**config.mk**
```make
export PLATFORM = sky130hd
export DESIGN_NAME = center_of_mass
export DESIGN_NICKNAME = d
export VERILOG_FILES = /design/src/rtl/center_of_mass.sv
export SDC_FILE = /design/constraint.sdc
export NUM_CORES = 1
export LEC_CHECK = 0
export CELL_PAD_IN_SITES_DETAIL_PLACEMENT = 2
export CELL_PAD_IN_SITES_GLOBAL_PLACEMENT = 2
export CORE_ASPECT_RATIO = 0.75
export CORE_UTILIZATION = 36
export DETAILED_ROUTE_END_ITERATION = 6
export GPL_ROUTABILITY_DRIVEN = 0
export PLACE_DENSITY_LB_ADDON = 0.1
export SETUP_SLACK_MARGIN = 0.15
export SLEW_MARGIN = 20
export SYNTH_ARGS = -nofsm -noshare
export SYNTH_HDL_FRONTEND = slang
export SYNTH_SLANG_ARGS = --single-unit
export TNS_END_PERCENT = 100
```
**constraint.sdc**
```tcl
create_clock -name clk_in -period 3.1 [get_ports clk_in]
set_input_delay 0.62 -clock clk_in [delete_from_list [all_inputs] [get_ports clk_in]]
set_output_delay 0.62 -clock clk_in [all_outputs]
set_load 0.03 [all_outputs]
```
**src/rtl/center_of_mass.sv**
```systemverilog
// center_of_mass: per-frame centroid of masked pixels, using saturating accumulators
// and two parallel 32-cycle restoring dividers.
module center_of_mass #(
  parameter int HCOUNT_W = 11,
  parameter int VCOUNT_W = 10
) (
  input  logic                clk_in,
  input  logic                rst_n_in,
  input  logic [HCOUNT_W-1:0] x_in,
  input  logic [VCOUNT_W-1:0] y_in,
  input  logic                valid_in,
  input  logic                mask_in,
  input  logic                tabulate_in,
  output logic [HCOUNT_W-1:0] x_out,
  output logic [VCOUNT_W-1:0] y_out,
  output logic                valid_out,
  output logic                busy_out
);
  typedef enum logic [1:0] {IDLE_ACCUM, DIVIDE, DONE} state_t;
  state_t state_q, state_d;
  logic [31:0] sx_q, sy_q, sx_n, sy_n, sx_d, sy_d;
  logic [19:0] cnt_q, cnt_n, cnt_d, den_q;
  logic [32:0] sx_add, sy_add;
  logic [20:0] cnt_add;
  logic [51:0] divx_q, divy_q;
  logic [4:0]  step_q;
  logic [HCOUNT_W-1:0] x_q;
  logic [VCOUNT_W-1:0] y_q;
  logic        valid_q, pix, take;
  logic        unused_div;

  // One restoring step on {remainder[19:0], dividend/quotient[31:0]}.
  function automatic logic [51:0] div_step(input logic [51:0] rq, input logic [19:0] d);
    logic [20:0] t, s;
    t = {rq[51:32], rq[31]};
    s = t - {1'b0, d};
    div_step = s[20] ? {t[19:0], rq[30:0], 1'b0} : {s[19:0], rq[30:0], 1'b1};
  endfunction

  assign pix     = valid_in & mask_in;
  assign take    = (state_q == IDLE_ACCUM) & tabulate_in;
  assign sx_add  = {1'b0, sx_q} + {{(33-HCOUNT_W){1'b0}}, x_in};
  assign sy_add  = {1'b0, sy_q} + {{(33-VCOUNT_W){1'b0}}, y_in};
  assign cnt_add = {1'b0, cnt_q} + 21'd1;

  // sx_n/sy_n/cnt_n include the current pixel; they feed both the snapshot and the accumulators.
  always_comb begin
    sx_n  = !pix ? sx_q  : sx_add[32]  ? '1 : sx_add[31:0];
    sy_n  = !pix ? sy_q  : sy_add[32]  ? '1 : sy_add[31:0];
    cnt_n = !pix ? cnt_q : cnt_add[20] ? '1 : cnt_add[19:0];
    sx_d  = take ? '0 : sx_n;
    sy_d  = take ? '0 : sy_n;
    cnt_d = take ? '0 : cnt_n;
  end

  always_ff @(posedge clk_in or negedge rst_n_in)
    if (!rst_n_in) state_q <= IDLE_ACCUM;
    else state_q <= state_d;

  always_comb begin
    state_d = state_q;
    if (state_q == IDLE_ACCUM) state_d = (take && |cnt_n) ? DIVIDE : IDLE_ACCUM;
    else if (state_q == DIVIDE) state_d = (step_q == 5'd31) ? DONE : DIVIDE;
    else state_d = IDLE_ACCUM;
  end

  always_comb busy_out = (state_q != IDLE_ACCUM);

  always_ff @(posedge clk_in or negedge rst_n_in)
    if (!rst_n_in) begin
      sx_q    <= '0;
      sy_q    <= '0;
      cnt_q   <= '0;
      den_q   <= '0;
      divx_q  <= '0;
      divy_q  <= '0;
      step_q  <= '0;
      x_q     <= '0;
      y_q     <= '0;
      valid_q <= 1'b0;
    end else begin
      sx_q    <= sx_d;
      sy_q    <= sy_d;
      cnt_q   <= cnt_d;
      valid_q <= (state_q == DONE);
      if (take) begin
        divx_q <= {20'd0, sx_n};
        divy_q <= {20'd0, sy_n};
        den_q  <= cnt_n;
        step_q <= '0;
      end else if (state_q == DIVIDE) begin
        divx_q <= div_step(divx_q, den_q);
        divy_q <= div_step(divy_q, den_q);
        step_q <= step_q + 5'd1;
      end
      if (state_q == DONE) begin
        x_q <= divx_q[HCOUNT_W-1:0];
        y_q <= divy_q[VCOUNT_W-1:0];
      end
    end

  assign unused_div = ^{divx_q[51:HCOUNT_W], divy_q[51:VCOUNT_W]};
  assign x_out      = x_q;
  assign y_out      = y_q;
  assign valid_out  = valid_q;
endmodule
```
Yosys cells after proc, flatten, opt, wreduce, memory -nomap -nowiden
Cells that the tools add are included.
- bits in registers: 237
- bits of input ports: 26
- output and inout bits: 23
- word-level logic and storage cells: 48
- add/sub/neg operators: 6
- eq/ne operators: 3
- multiplexer cells: 21
- bitwise gates (word level): 2
- reduce and logical (&&, ||, !) cells: 5
- operators with widths (kind ; count):
    52-bit 2-to-1 mux ; 6
    32-bit 2-to-1 mux ; 6
    20-bit 2-to-1 mux ; 3
    21-bit by 20-bit subtractor with 21-bit output ; 2
    32-bit by 10-bit adder with 33-bit output ; 1
    32-bit by 11-bit adder with 33-bit output ; 1
    20-bit by 1-bit adder with 21-bit output, second input constant ; 1
    20-bit OR reduction ; 1
    5-bit 2-to-1 mux ; 2
    2-bit 2-to-1 mux ; 3
    5-bit by 1-bit adder with 5-bit output, second input constant ; 1
    5-bit == test, second input constant ; 1
    2-bit nonzero test ; 2
    1-bit AND ; 2
    2-bit by 1-bit == test with 1-bit output, second input constant ; 1
    2-bit == test, second input constant ; 1
    2-bit zero test ; 1
    1-bit logical AND ; 1
    1-bit 2-to-1 mux ; 1

Longest topological paths before layout
Gate-level depths: netlist (run 1).
- depth in word-level cells: 7
- depth in mapped cells: 12
- gate-level depth less buffers: 11

Worst setup path after synthesis (run 1)
No wires, ideal clock.
- path type: input to register
- start: input port x_in[0]
- end: register divx_q[1]
- library setup time: 0.126 ns
- data arrival time: 3.057 ns
- required time: 2.974 ns
- slack: -0.083 ns
- cell stages on the path: 11
- buffers on the path: 1
- path through: ha_1 fa_1 a21o_1 a311oi_1 o21ai_0 a31oi_2 or3_1 buf_2 nor3b_1 nor3_1 a221o_1
- cells in the longest elaborated chain, start to end: 4
- RTL lines (what ; line ; RTL):
    start, declared ; 9 ; input logic [HCOUNT_W-1:0] x_in,
    32-bit by 11-bit adder with 33-bit output ; 42 ; assign sx_add = {1'b0, sx_q} + {{(33-HCOUNT_W){1'b0}}, x_in};
    32-bit 2-to-1 mux (2 in series) ; 48 ; sx_n = !pix ? sx_q : sx_add[32] ? '1 : sx_add[31:0];
    52-bit 2-to-1 mux ; 86 ; if (take) begin
    end signal, assigned ; 87 ; divx_q <= {20'd0, sx_n};
    end signal, assigned ; 92 ; divx_q <= div_step(divx_q, den_q);
    end, declared ; 25 ; logic [51:0] divx_q, divy_q;
No other way between the ends.
A chain may end at the register's enable or synchronous reset.

Worst setup path in the final report (run 1)
- start: register divx_q[31]
- end: register divx_q[33]
- cells in the longest elaborated chain, start to end: 4
- RTL lines (what ; line ; RTL):
    21-bit by 20-bit subtractor with 21-bit output ; 36 ; s = t - {1'b0, d};
    52-bit 2-to-1 mux ; 37 ; div_step = s[20] ? {t[19:0], rq[30:0], 1'b0} : {s[19:0], rq[30:0], 1'b1};
    52-bit 2-to-1 mux ; 91 ; end else if (state_q == DIVIDE) begin
    52-bit 2-to-1 mux ; 86 ;
No other way between the ends. The select of a mux whose other input is x is not followed.

==> results of run 1 <==
-- repair_timing --
item                       4_1_cts  5_1_grt
setup endpoints to repair       88      136
setup buffers                   16       12
gates resized for setup         42       94
pin swaps                       13       40
cloned                           1        2
-- through the flow --
stage	util (%)	power (mW)	area, µm²	hold slack (ns)	TNS, ns
6_report	46.92	18.09	17480	0.007236	0
5_1_grt	46.92	19.24	17480	0.07737	-0.9578
4_1_cts	45.73	17.29	17030	0.07290	0
3_5_place_dp	42.33	12.88	15770	0.4756	-58.42
3_3_place_gp	42.33	12.49	15770	0.4692	-39.61
2_1_floorplan	-	9.538	13730	0.3244	0
-- flip-flops by register name, summed over array words and instances, names as in the netlist --
name       cells
sy_q          32
state_q        2
step_q         5
den_q         20
valid_out      1
x_out         11
sx_q          32
divy_q        52
cnt_q         20
y_out         10
divx_q        52
-- cell usage in the layout (no fill, tap or decap), types with 11 or more instances in the layout --
master,n
and3_1,20
xor2_1,23
a21o_1,25
nand3_1,117
nor2_1,136
mux2_2,22
o21ai_0,105
and2_1,15
nand2_1,121
dfrtp_1,233
ha_1,59
nand4_1,20
buf_4,150
o21ai_1,33
o211ai_1,14
mux2i_1,32
xnor2_1,37
inv_1,36
a22oi_1,54
clkbuf_16,29
a211oi_1,13
buf_6,12
o21a_1,12
clkdlybuf4s50_1,46
a31oi_1,11
a21oi_1,73
nor3_1,25
-- per-layer routing --
metal / part of all wire (%) / up-vias / global-route usage [%]
met5: 0 / - / 0
met4: 1.7 / 0 / 5.194
met3: 2.5 / 48 / 2.885
met2: 46 / 116 / 40.16
met1: 50 / 6447 / 36.24
li1: - / 5840 / -
-- report_power, final --
group          leakage, nW  internal [mW]  switching [mW]
logic                 4.20           4.54            5.63
clock network        0.471           2.15            1.40
registers             3.19           3.77           0.591
-- how the worst max path moves through the flow --
stage                     slack, ns              startpoint                      to
after detailed placement      -0.78                 x_in[0]  divx_q[22]$_DFFE_PN0P_
after CTS                      0.04    den_q[5]$_DFFE_PN0P_  divx_q[34]$_DFFE_PN0P_
after global routing          -0.09  divx_q[31]$_DFFE_PN0P_  divx_q[41]$_DFFE_PN0P_
final                          0.09  divx_q[31]$_DFFE_PN0P_  divx_q[33]$_DFFE_PN0P_
after floorplan                0.16                 y_in[0]  divy_q[30]$_DFFE_PN0P_
after global placement        -0.56                 x_in[0]  divx_q[19]$_DFFE_PN0P_
-- logic make-up after synthesis --
group	count (synthesis)
XOR/XNOR	64
AND/OR/NAND/NOR	533
AO/OA/AOI/OAI	430
flip-flops	237
buffers and inverters	116
adder cells (fa/ha/maj)	68
multiplexers	55
-- worst max-delay path, stage by stage, from the launching register on --
cell,delay [ns]
dfrtp_2,0.46
inv_2,0.09
ha_4,0.17
fa_2,0.36
nor2b_4,0.13
o31a_1,0.24
o31ai_4,0.11
a21oi_2,0.18
o21ai_1,0.07
buf_4,0.15
o311ai_4,0.26
buf_6,0.19
clkbuf_16,0.17
mux2i_1,0.19
o2bb2ai_1,0.13
-- layout make-up --
type	count	area [µm²]	share of cell area [%]
well taps	504	630.6	3.608
flip-flops and latches	237	5936	33.96
clock buffers	36	769.5	4.403
repair buffers	223	2022	11.57
clock inverters	11	190.2	1.088
inverters	39	146.4	0.8376
multi-input cells	1150	7782	44.53
==> impl_metrics.csv, run 1 <==
group,metric,value,unit
yosys,yosys_warnings,0,
worst_setup_path,r2r_slack,0.09,ns
status,outcome,"complete, no violations",
timing,fmax,332.6,MHz
worst_setup_path,worstPathRequired,3.57,ns
yosys,synth-edff-count,0,
cts,clk_latency,0.56,ns
cts,clock_sinks,237,
power,p_leak,7.864,nW
worst_setup_path,rr_startpoint,"divx_q[31]$_DFFE_PN0P_",
floorplan,initial_core_util,36.78,%
worst_setup_path,criticalPathCategory,"reg -> reg",
global_routing,antenna_found_initial,1,
timing,clock-skew-final,0.01188,ns
yosys,synth.distinct_cells,73,
yosys,synth_common_cells,"dfrtp_1, o21ai_0, nor2_1",
yosys,synth.area.top_cells,"dfrtp_1, ha_1, o21ai_0",
detailed_routing,drc,0,
worst_setup_path,ff2ff_path_depth,14,
detailed_routing,vias,12451,
cts,cts_tree,"yes",
floorplan,fp.dieW,227.2,µm
global_routing,grt_overflow,0,
final_layout,fillers,3972,
yosys,synth_compound_area_share,20.01,%
place,port_buffers,48,
detailed_routing,dr.pass1.iters,5,
detailed_routing,ant_nets,0,
yosys,synth-seq-area-share,43.30,%
final_layout,nets,1772,
yosys,syn_nets,1597,
timing,period_minus_slack,3.007,ns
yosys,synth_fa_ha_area_share,6.430,%
global_routing,gr-usage-all-layers,25.06,%
cts,clock_path_buffers,3,
yosys,muxShareOfSynthArea,4.229,%
timing,worst_pin_slew,0.7738,ns
yosys,netlist_area,13700,µm²
timing,finalSetupViolCount,0,
place,dp_cells,2122,
yosys,synth_area_per_cell,9.114,µm²
yosys,synthMostInstantiatedCell,"dfrtp_1",
place,post-place-ws,-0.7844,ns
floorplan,io_pins,49,
floorplan,dieHeight,170.9,µm
timing,slew_headroom,48.41,%
worst_setup_path,cp_max_fo,5,
timing,min_period_over_period,96.99,%
floorplan,fp-row-count,61,
flow_run,maxCapViolations,0,
cts,cts_inserted_buffers,27,
power,power.density,1035,nW/µm²
timing,maxSlewViolCount,0,
cts,cts_hold_buf,0,
floorplan,die-area,38840,µm²
global_routing,grt_max_degree,95,
final_layout,n_antenna_cell,0,
global_routing,grt_pass1_wl,76750,µm
worst_setup_path,end_kind,"flop",
yosys,post_synth_xor_area_fraction,4.092,%
min_path,hold_class,"in -> async",
worst_setup_path,critPathArrivalTime,3.48,ns
yosys,ys_ff_latch,237,
yosys,synth_top_family_by_area,"compound AO/OA/AOI/OAI gates",
timing,rsz0062_at_grt,"true",
worst_setup_path,start_kind,"flop",
yosys,synthCells,1503,
yosys,yosysTopAreaCell,"dfrtp_1",
detailed_routing,wl_per_cell,22.11,µm
detailed_routing,drtIter0Drc,602,
cts,root_buffer,"clkbuf_16",
cts,cts.clk_slew.worst_paths,0.07,ns
power,vdd_drop_max,0.0004781,V
floorplan,core-area,37250,µm²
worst_setup_path,r2r-end,"divx_q[33]$_DFFE_PN0P_",
yosys,synth_top_area_share,43.30,%
place,dp_hpwl,32760,µm
detailed_routing,via_per_inst,5.660,
yosys,synthSimpleGateAreaFrac,18.61,%
yosys,synthFlopType,"dfrtp_1",
detailed_routing,wl,48630,µm
timing,hold_violations,0,
final_layout,syn_to_final_growth,27.59,%
final_layout,fin_cells,2200,
global_routing,grt_pass1_vias,13474,
yosys,async_flop_share,100.0,%
cts,h-tree-depth,1,
final_layout,drive_gt1_share,19.46,%
timing,worst_slack,0.09332,ns
(Power assumes the default switching activity.)
==> run 2: changes to the inputs <==
- CORE_UTILIZATION: 36 -> 43
- clock period: 3.1 -> 3.85 ns (I/O delays scaled with it)
==> run 2 against run 1 <==
Compared with the run above: first-iteration DRC count up 15%; routed wire length fell by 3.6%; global-route usage rose by 4.1 points; utilization rose by 3.4 points; die area fell by 16%; worst setup slack better by 0.17 ns; sequential power fell by 19%; final area decreased by 9.7%; critical endpoint is now divx_q[51]$_DFFE_PN0P_; largest power group unchanged.
==> impl_metrics.csv, run 2 (same netlist as run 1, synthesis figures left out) <==
group,metric,value,unit
detailed_routing,wl,46890,µm
worst_setup_path,slowest_delay,0.50,ns
timing,slew_headroom,32.01,%
cts,cts_inserted_buffers,26,
global_routing,grt_pass1_vias,13301,
power,p_leak,7.066,nW
power,vdd_drop_max,0.0005508,V
timing,rsz0062_at_grt,"false",
power,power,12.48,mW
place,post-place-ws,-0.1854,ns
floorplan,dieHeight,156.6,µm
cts,clock_path_buffers,3,
final_layout,n_antenna_cell,0,
final_layout,fin_cells,1980,
timing,holdWs,0.2510,ns
power,p_clk_share,21.1,%
worst_setup_path,worstPathRequired,4.31,ns
global_routing,use_met3,3.813,%
min_path,hold_class,"in -> async",
final_layout,final_cell_mix,"dfrtp_1, o21ai_0, nor2_1",
worst_setup_path,r2r_slack,0.27,ns
floorplan,fp-row-count,56,
flow_run,maxCapViolations,0,
detailed_routing,vias,12215,
global_routing,grt_max_degree,118,
cts,post_cts_buffers,0,
place,place_area,14900,µm²
final_layout,fillers,3277,
detailed_routing,drtIter0Drc,693,
worst_setup_path,rr_startpoint,"divx_q[31]$_DFFE_PN0P_",
cts,ctsResizeCount,0,
timing,fin_tns_setup,0,ns
cts,clk_latency,0.55,ns
final_layout,nets,1651,
global_routing,grt.busiest_layer,"met2",
floorplan,initial_core_util,43.74,%
status,outcome,"complete, no violations",
global_routing,grt_overflow,0,
timing,worst_pin_slew,1.020,ns
timing,finalSetupViolCount,0,
cts,cts.clk_slew.worst_paths,0.06,ns
final_layout,drive_gt1_share,8.704,%
power,p_seq_share,28.2,%
global_routing,grt_use_met1,40.20,%
cts,root_buffer,"clkbuf_16",
power,power.density,791.1,nW/µm²
worst_setup_path,end_kind,"flop",
detailed_routing,via_per_inst,6.169,
global_routing,antenna_found_initial,0,
timing,maxSlewViolCount,0,
worst_setup_path,criticalPathCategory,"reg -> reg",
floorplan,die-area,32580,µm²
final_layout,syn_to_final_growth,15.17,%
final_layout,biggestRegsByFlops,"divx_q x52, divy_q x52",
floorplan,fp.dieW,208.1,µm
power,sw_frac_of_total,43.64,%
worst_setup_path,startpoint,"divx_q[31]$_DFFE_PN0P_",
global_routing,grt_pass1_wl,75270,µm
timing,min_period_over_period,93.05,%
detailed_routing,wl_per_cell,23.68,µm
place,port_buffers,48,
detailed_routing,dr.pass1.iters,6,
worst_setup_path,slowest_stage,"dfrtp_1",
power,share_comb_of_total_power,50.7,%
cts,cts_tree,"yes",
worst_setup_path,start_kind,"flop",
worst_setup_path,cp_max_fo,21,
cts,clock_sinks,237,
detailed_routing,ant_nets,0,
cts,h-tree-depth,1,
worst_setup_path,path_cells,"inv_1 -> ha_1 -> fa_1 -> nor2b_1 -> o31a_1 -> o31ai_1 -> buf_4 -> a21oi_1 -> o21ai_1 -> o311ai_4 -> buf_12 -> nand2_1 -> o221ai_1",
timing,worst_slack,0.2675,ns
timing,period_minus_slack,3.583,ns
timing,hold_violations,0,
power,switchingPower,5.447,mW
power,power.internal,7.034,mW
final_layout,fin_util,50.37,%
timing,fmax,279.1,MHz
floorplan,core-area,31320,µm²
cts,cts_hold_buf,0,
detailed_routing,drc,0,
place,dp_cells,1935,
final_layout,fin_area,15780,µm²
place,dp_hpwl,31810,µm
global_routing,grtUsageMet2,48.34,%
global_routing,gr-usage-all-layers,29.19,%
floorplan,io_pins,49,
timing,clock-skew-final,0.009948,ns
worst_setup_path,critPathArrivalTime,4.04,ns
final_layout,layout_commonest_cell,"dfrtp_1",
[run 2: changes by cell type in the layout (fill, tap and decap cells not counted), sizes merged, moves of 2 or more]
| cell | change |
|---|---|
| bufinv | -3 |
| inv | -2 |
| clkbuf | +2 |
| buf | -118 |
[run 2: area by class of cell]
type / instances / area (µm²) / share of cell area [%]
Multi-Input combinational cell: 1150 / 7351 / 46.59
Sequential cell: 237 / 5931 / 37.59
Timing Repair Buffer: 103 / 968.4 / 6.138
Clock buffer: 40 / 794.5 / 5.036
Tap cell: 406 / 508.0 / 3.220
Inverter: 39 / 146.4 / 0.9279
Clock inverter: 5 / 77.57 / 0.4917
[run 2: final timing paths]
check	to	cells past startpoint
max	divx_q[51]$_DFFE_PN0P_	13
min	sx_q[5]$_DFF_PN0_	1
max reg2reg	divx_q[51]$_DFFE_PN0P_	13
min reg2reg	den_q[10]$_DFFE_PN0P_	2
max in group asynchronous	divx_q[16]$_DFFE_PN0P_	2
min in group clk_in	den_q[10]$_DFFE_PN0P_	2
[run 2: critical path, delay by kind of cell, from the launching register on]
| kind | cells | cell delay, ns |
|---|---|---|
| flip-flops | 1 | 0.50 |
| adder cells (fa/ha/maj) | 2 | 0.64 |
| AND/OR/NAND/NOR | 2 | 0.38 |
| buffers and inverters | 3 | 0.55 |
| AO/OA/AOI/OAI | 6 | 1.43 |
[run 2: power by group through the flow]
stage                     combinational (mW)  sequential (mW)  clock (mW)
after floorplan                         4.30             3.35           0
after global placement                  5.82             3.50           0
after detailed placement                6.20             3.54           0
after CTS                               6.33             3.51        2.69
after global routing                    6.94             3.58        2.75
final                                   6.33             3.52        2.63
[run 2: routing by layer]
| metal | part of all wire [%] | routed length, µm |
|---|---|---|
| met1 | 48 | 22670 |
| met5 | 0 | 0 |
| met3 | 3.1 | 1458 |
| met4 | 2.3 | 1061 |
| met2 | 46 | 21690 |
==> run 3: changes to the inputs <==
- RECOVER_POWER: not set -> 50
==> run 3 against run 2 <==
Compared with the run above: the flow now finishes with violations (max-capacitance violations, max-slew violations); clock skew about the same; count of clock-buffer cells in the layout unchanged; register-to-register slack about the same; combinational power about the same; total power about the same; maximum frequency increased by 0.26%; global-route usage unchanged; via count about the same; largest power group unchanged; die area unchanged; cell count unchanged; non-clock buffer count unchanged; routed wire length decreased by 0.17%.
==> impl_metrics.csv, run 3 (same netlist as run 1, synthesis figures left out) <==
group,metric,value,unit
worst_setup_path,start_kind,"flop",
timing,maxSlewViolCount,116,
cts,cts.clk_slew.worst_paths,0.06,ns
place,port_buffers,48,
detailed_routing,vias,12216,
cts,post_cts_buffers,0,
final_layout,layout_commonest_cell,"dfrtp_1",
status,outcome,"finished, violations left",
timing,rsz0062_at_grt,"false",
cts,ctsResizeCount,0,
power,power.density,791.7,nW/µm²
cts,cts_inserted_buffers,26,
cts,h-tree-depth,1,
place,place_area,14900,µm²
final_layout,fin_area,15760,µm²
power,vdd_drop_max,0.0005456,V
floorplan,fp.dieW,208.1,µm
floorplan,die-area,32580,µm²
detailed_routing,wl,46810,µm
worst_setup_path,cp_max_fo,21,
global_routing,grt.busiest_layer,"met2",
global_routing,gr-usage-all-layers,29.19,%
worst_setup_path,r2r_slack,0.28,ns
global_routing,grt_use_met1,40.20,%
global_routing,grt_max_degree,118,
place,dp_hpwl,31810,µm
worst_setup_path,path_cells,"inv_1 -> ha_1 -> fa_1 -> nor2b_1 -> o31a_1 -> o31ai_1 -> buf_4 -> a21oi_1 -> o21ai_1 -> o311ai_4 -> buf_12 -> nand2_1 -> o221ai_1",
detailed_routing,wl_per_cell,23.64,µm
worst_setup_path,slowest_stage,"dfrtp_1",
worst_setup_path,endpoint,"divx_q[51]$_DFFE_PN0P_",
power,p_leak,7.060,nW
power,share_comb_of_total_power,50.7,%
cts,clk_latency,0.55,ns
worst_setup_path,startpoint,"divx_q[31]$_DFFE_PN0P_",
timing,hold_violations,0,
global_routing,grtUsageMet2,48.34,%
worst_setup_path,cp_num_buf_inv,3,
cts,root_buffer,"clkbuf_16",
final_layout,n_antenna_cell,0,
power,p_clk_share,21.1,%
timing,fmax,279.9,MHz
floorplan,initial_core_util,43.74,%
power,p_seq_share,28.2,%
detailed_routing,ant_nets,0,
global_routing,grt_pass1_wl,75270,µm
worst_setup_path,end_kind,"flop",
timing,slew_headroom,-113.7,%
power,power.internal,7.032,mW
timing,min_period_over_period,92.81,%
power,power,12.48,mW
floorplan,fp-row-count,56,
detailed_routing,drtIter0Drc,703,
global_routing,use_met3,3.813,%
timing,worst_pin_slew,3.206,ns
worst_setup_path,cp.depth,13,
worst_setup_path,worstPathRequired,4.31,ns
timing,clock-skew-final,0.01009,ns
worst_setup_path,rr_startpoint,"divx_q[31]$_DFFE_PN0P_",
final_layout,syn_to_final_growth,15.04,%
cts,cts_hold_buf,0,
final_layout,biggestRegsByFlops,"divx_q x52, divy_q x52",
final_layout,nets,1651,
detailed_routing,drc,0,
global_routing,grt_overflow,0,
worst_setup_path,cpLargestDelayFamily,"compound AO/OA/AOI/OAI gates",
floorplan,core-area,31320,µm²
detailed_routing,dr.pass1.iters,5,
floorplan,dieHeight,156.6,µm
worst_setup_path,criticalPathCategory,"reg -> reg",
timing,period_minus_slack,3.573,ns
floorplan,io_pins,49,
final_layout,final_cell_mix,"dfrtp_1, o21ai_0, nor2_1",
global_routing,antenna_found_initial,0,
detailed_routing,via_per_inst,6.170,
status,violations,"max-capacitance violations, max-slew violations",
power,switchingPower,5.444,mW
worst_setup_path,slowest_delay,0.50,ns
global_routing,grt_pass1_vias,13301,
power,sw_frac_of_total,43.63,%
cts,clock_path_buffers,3,
cts,cts_tree,"yes",
cts,clock_sinks,237,
worst_setup_path,critPathArrivalTime,4.03,ns
timing,finalSetupViolCount,0,
worst_setup_path,ff2ff_path_depth,13,
worst_setup_path,r2r-end,"divx_q[51]$_DFFE_PN0P_",
flow_run,maxCapViolations,1,
final_layout,drive_gt1_share,8.640,%
min_path,hold_class,"reg -> reg",
-- run 3: cell count changes in the layout (fill, tap and decap cells not counted), sizes merged --
| cell | before | now |
|---|---|---|
| clkbuf | 40 | 43 |
| buf | 56 | 53 |
-- run 3: power groups by stage --
stage / registers (mW) / logic [mW] / clock network, mW
after global placement: 3.50 / 5.82 / 0
after detailed placement: 3.54 / 6.20 / 0
final: 3.52 / 6.33 / 2.63
after CTS: 3.51 / 6.33 / 2.69
after floorplan: 3.35 / 4.30 / 0
after global routing: 3.58 / 6.94 / 2.75
-- run 3: layout make-up --
| type | count | area [µm²] |
|---|---|---|
| sequential | 237 | 5931 |
| clock inverter | 5 | 77.57 |
| inverter | 39 | 146.4 |
| timing repair buffer | 103 | 953.4 |
| multi-input combinational | 1150 | 7348 |
| tap | 406 | 508.0 |
| fill | 3277 | 15560 |
| clock buffer | 40 | 794.5 |
-- run 3: per-layer routing --
metal | wire length (µm) | part of all wire [%]
met5 | 0 | 0
met4 | 1052 | 2.2
met3 | 1475 | 3.2
met2 | 21670 | 46
met1 | 22610 | 48
-- run 3: worst min path at each step --
stage / start / to / slack (ns) / cells after the start
after detailed placement: den_q[10]$_DFFE_PN0P_ / den_q[10]$_DFFE_PN0P_ / 0.47 / 2
after global placement: den_q[14]$_DFFE_PN0P_ / den_q[14]$_DFFE_PN0P_ / 0.47 / 2
final: den_q[10]$_DFFE_PN0P_ / den_q[10]$_DFFE_PN0P_ / 0.48 / 2
after floorplan: step_q[3]$_DFFE_PN0P_ / step_q[3]$_DFFE_PN0P_ / 0.45 / 1
after CTS: rst_n_in / divx_q[6]$_DFFE_PN0P_ / 0.34 / 1
after global routing: den_q[7]$_DFFE_PN0P_ / den_q[7]$_DFFE_PN0P_ / 0.52 / 2
-- run 3: worst register-to-register path: cells and delay by family (launching register included) --
family	cells	cell delay, ns
compound gates	6	1.42
fa+ha+maj	2	0.64
buf+inv	3	0.55
flops	1	0.50
simple gates	2	0.38
-- run 3: metrics by stage --
step                      instances  utilization, %  setup TNS, ns  worst slack, ns  hold WS, ns
after floorplan                1503               -              0           0.5173       0.4494
after global placement         1934           47.49              0         0.009589       0.4668
after detailed placement       1935           47.58         -2.361          -0.1854       0.4705
after CTS                      1980           50.36              0           0.2749       0.3422
after global routing           1980           50.32              0           0.1624       0.5215
final                          1980           50.32              0           0.2769       0.4807
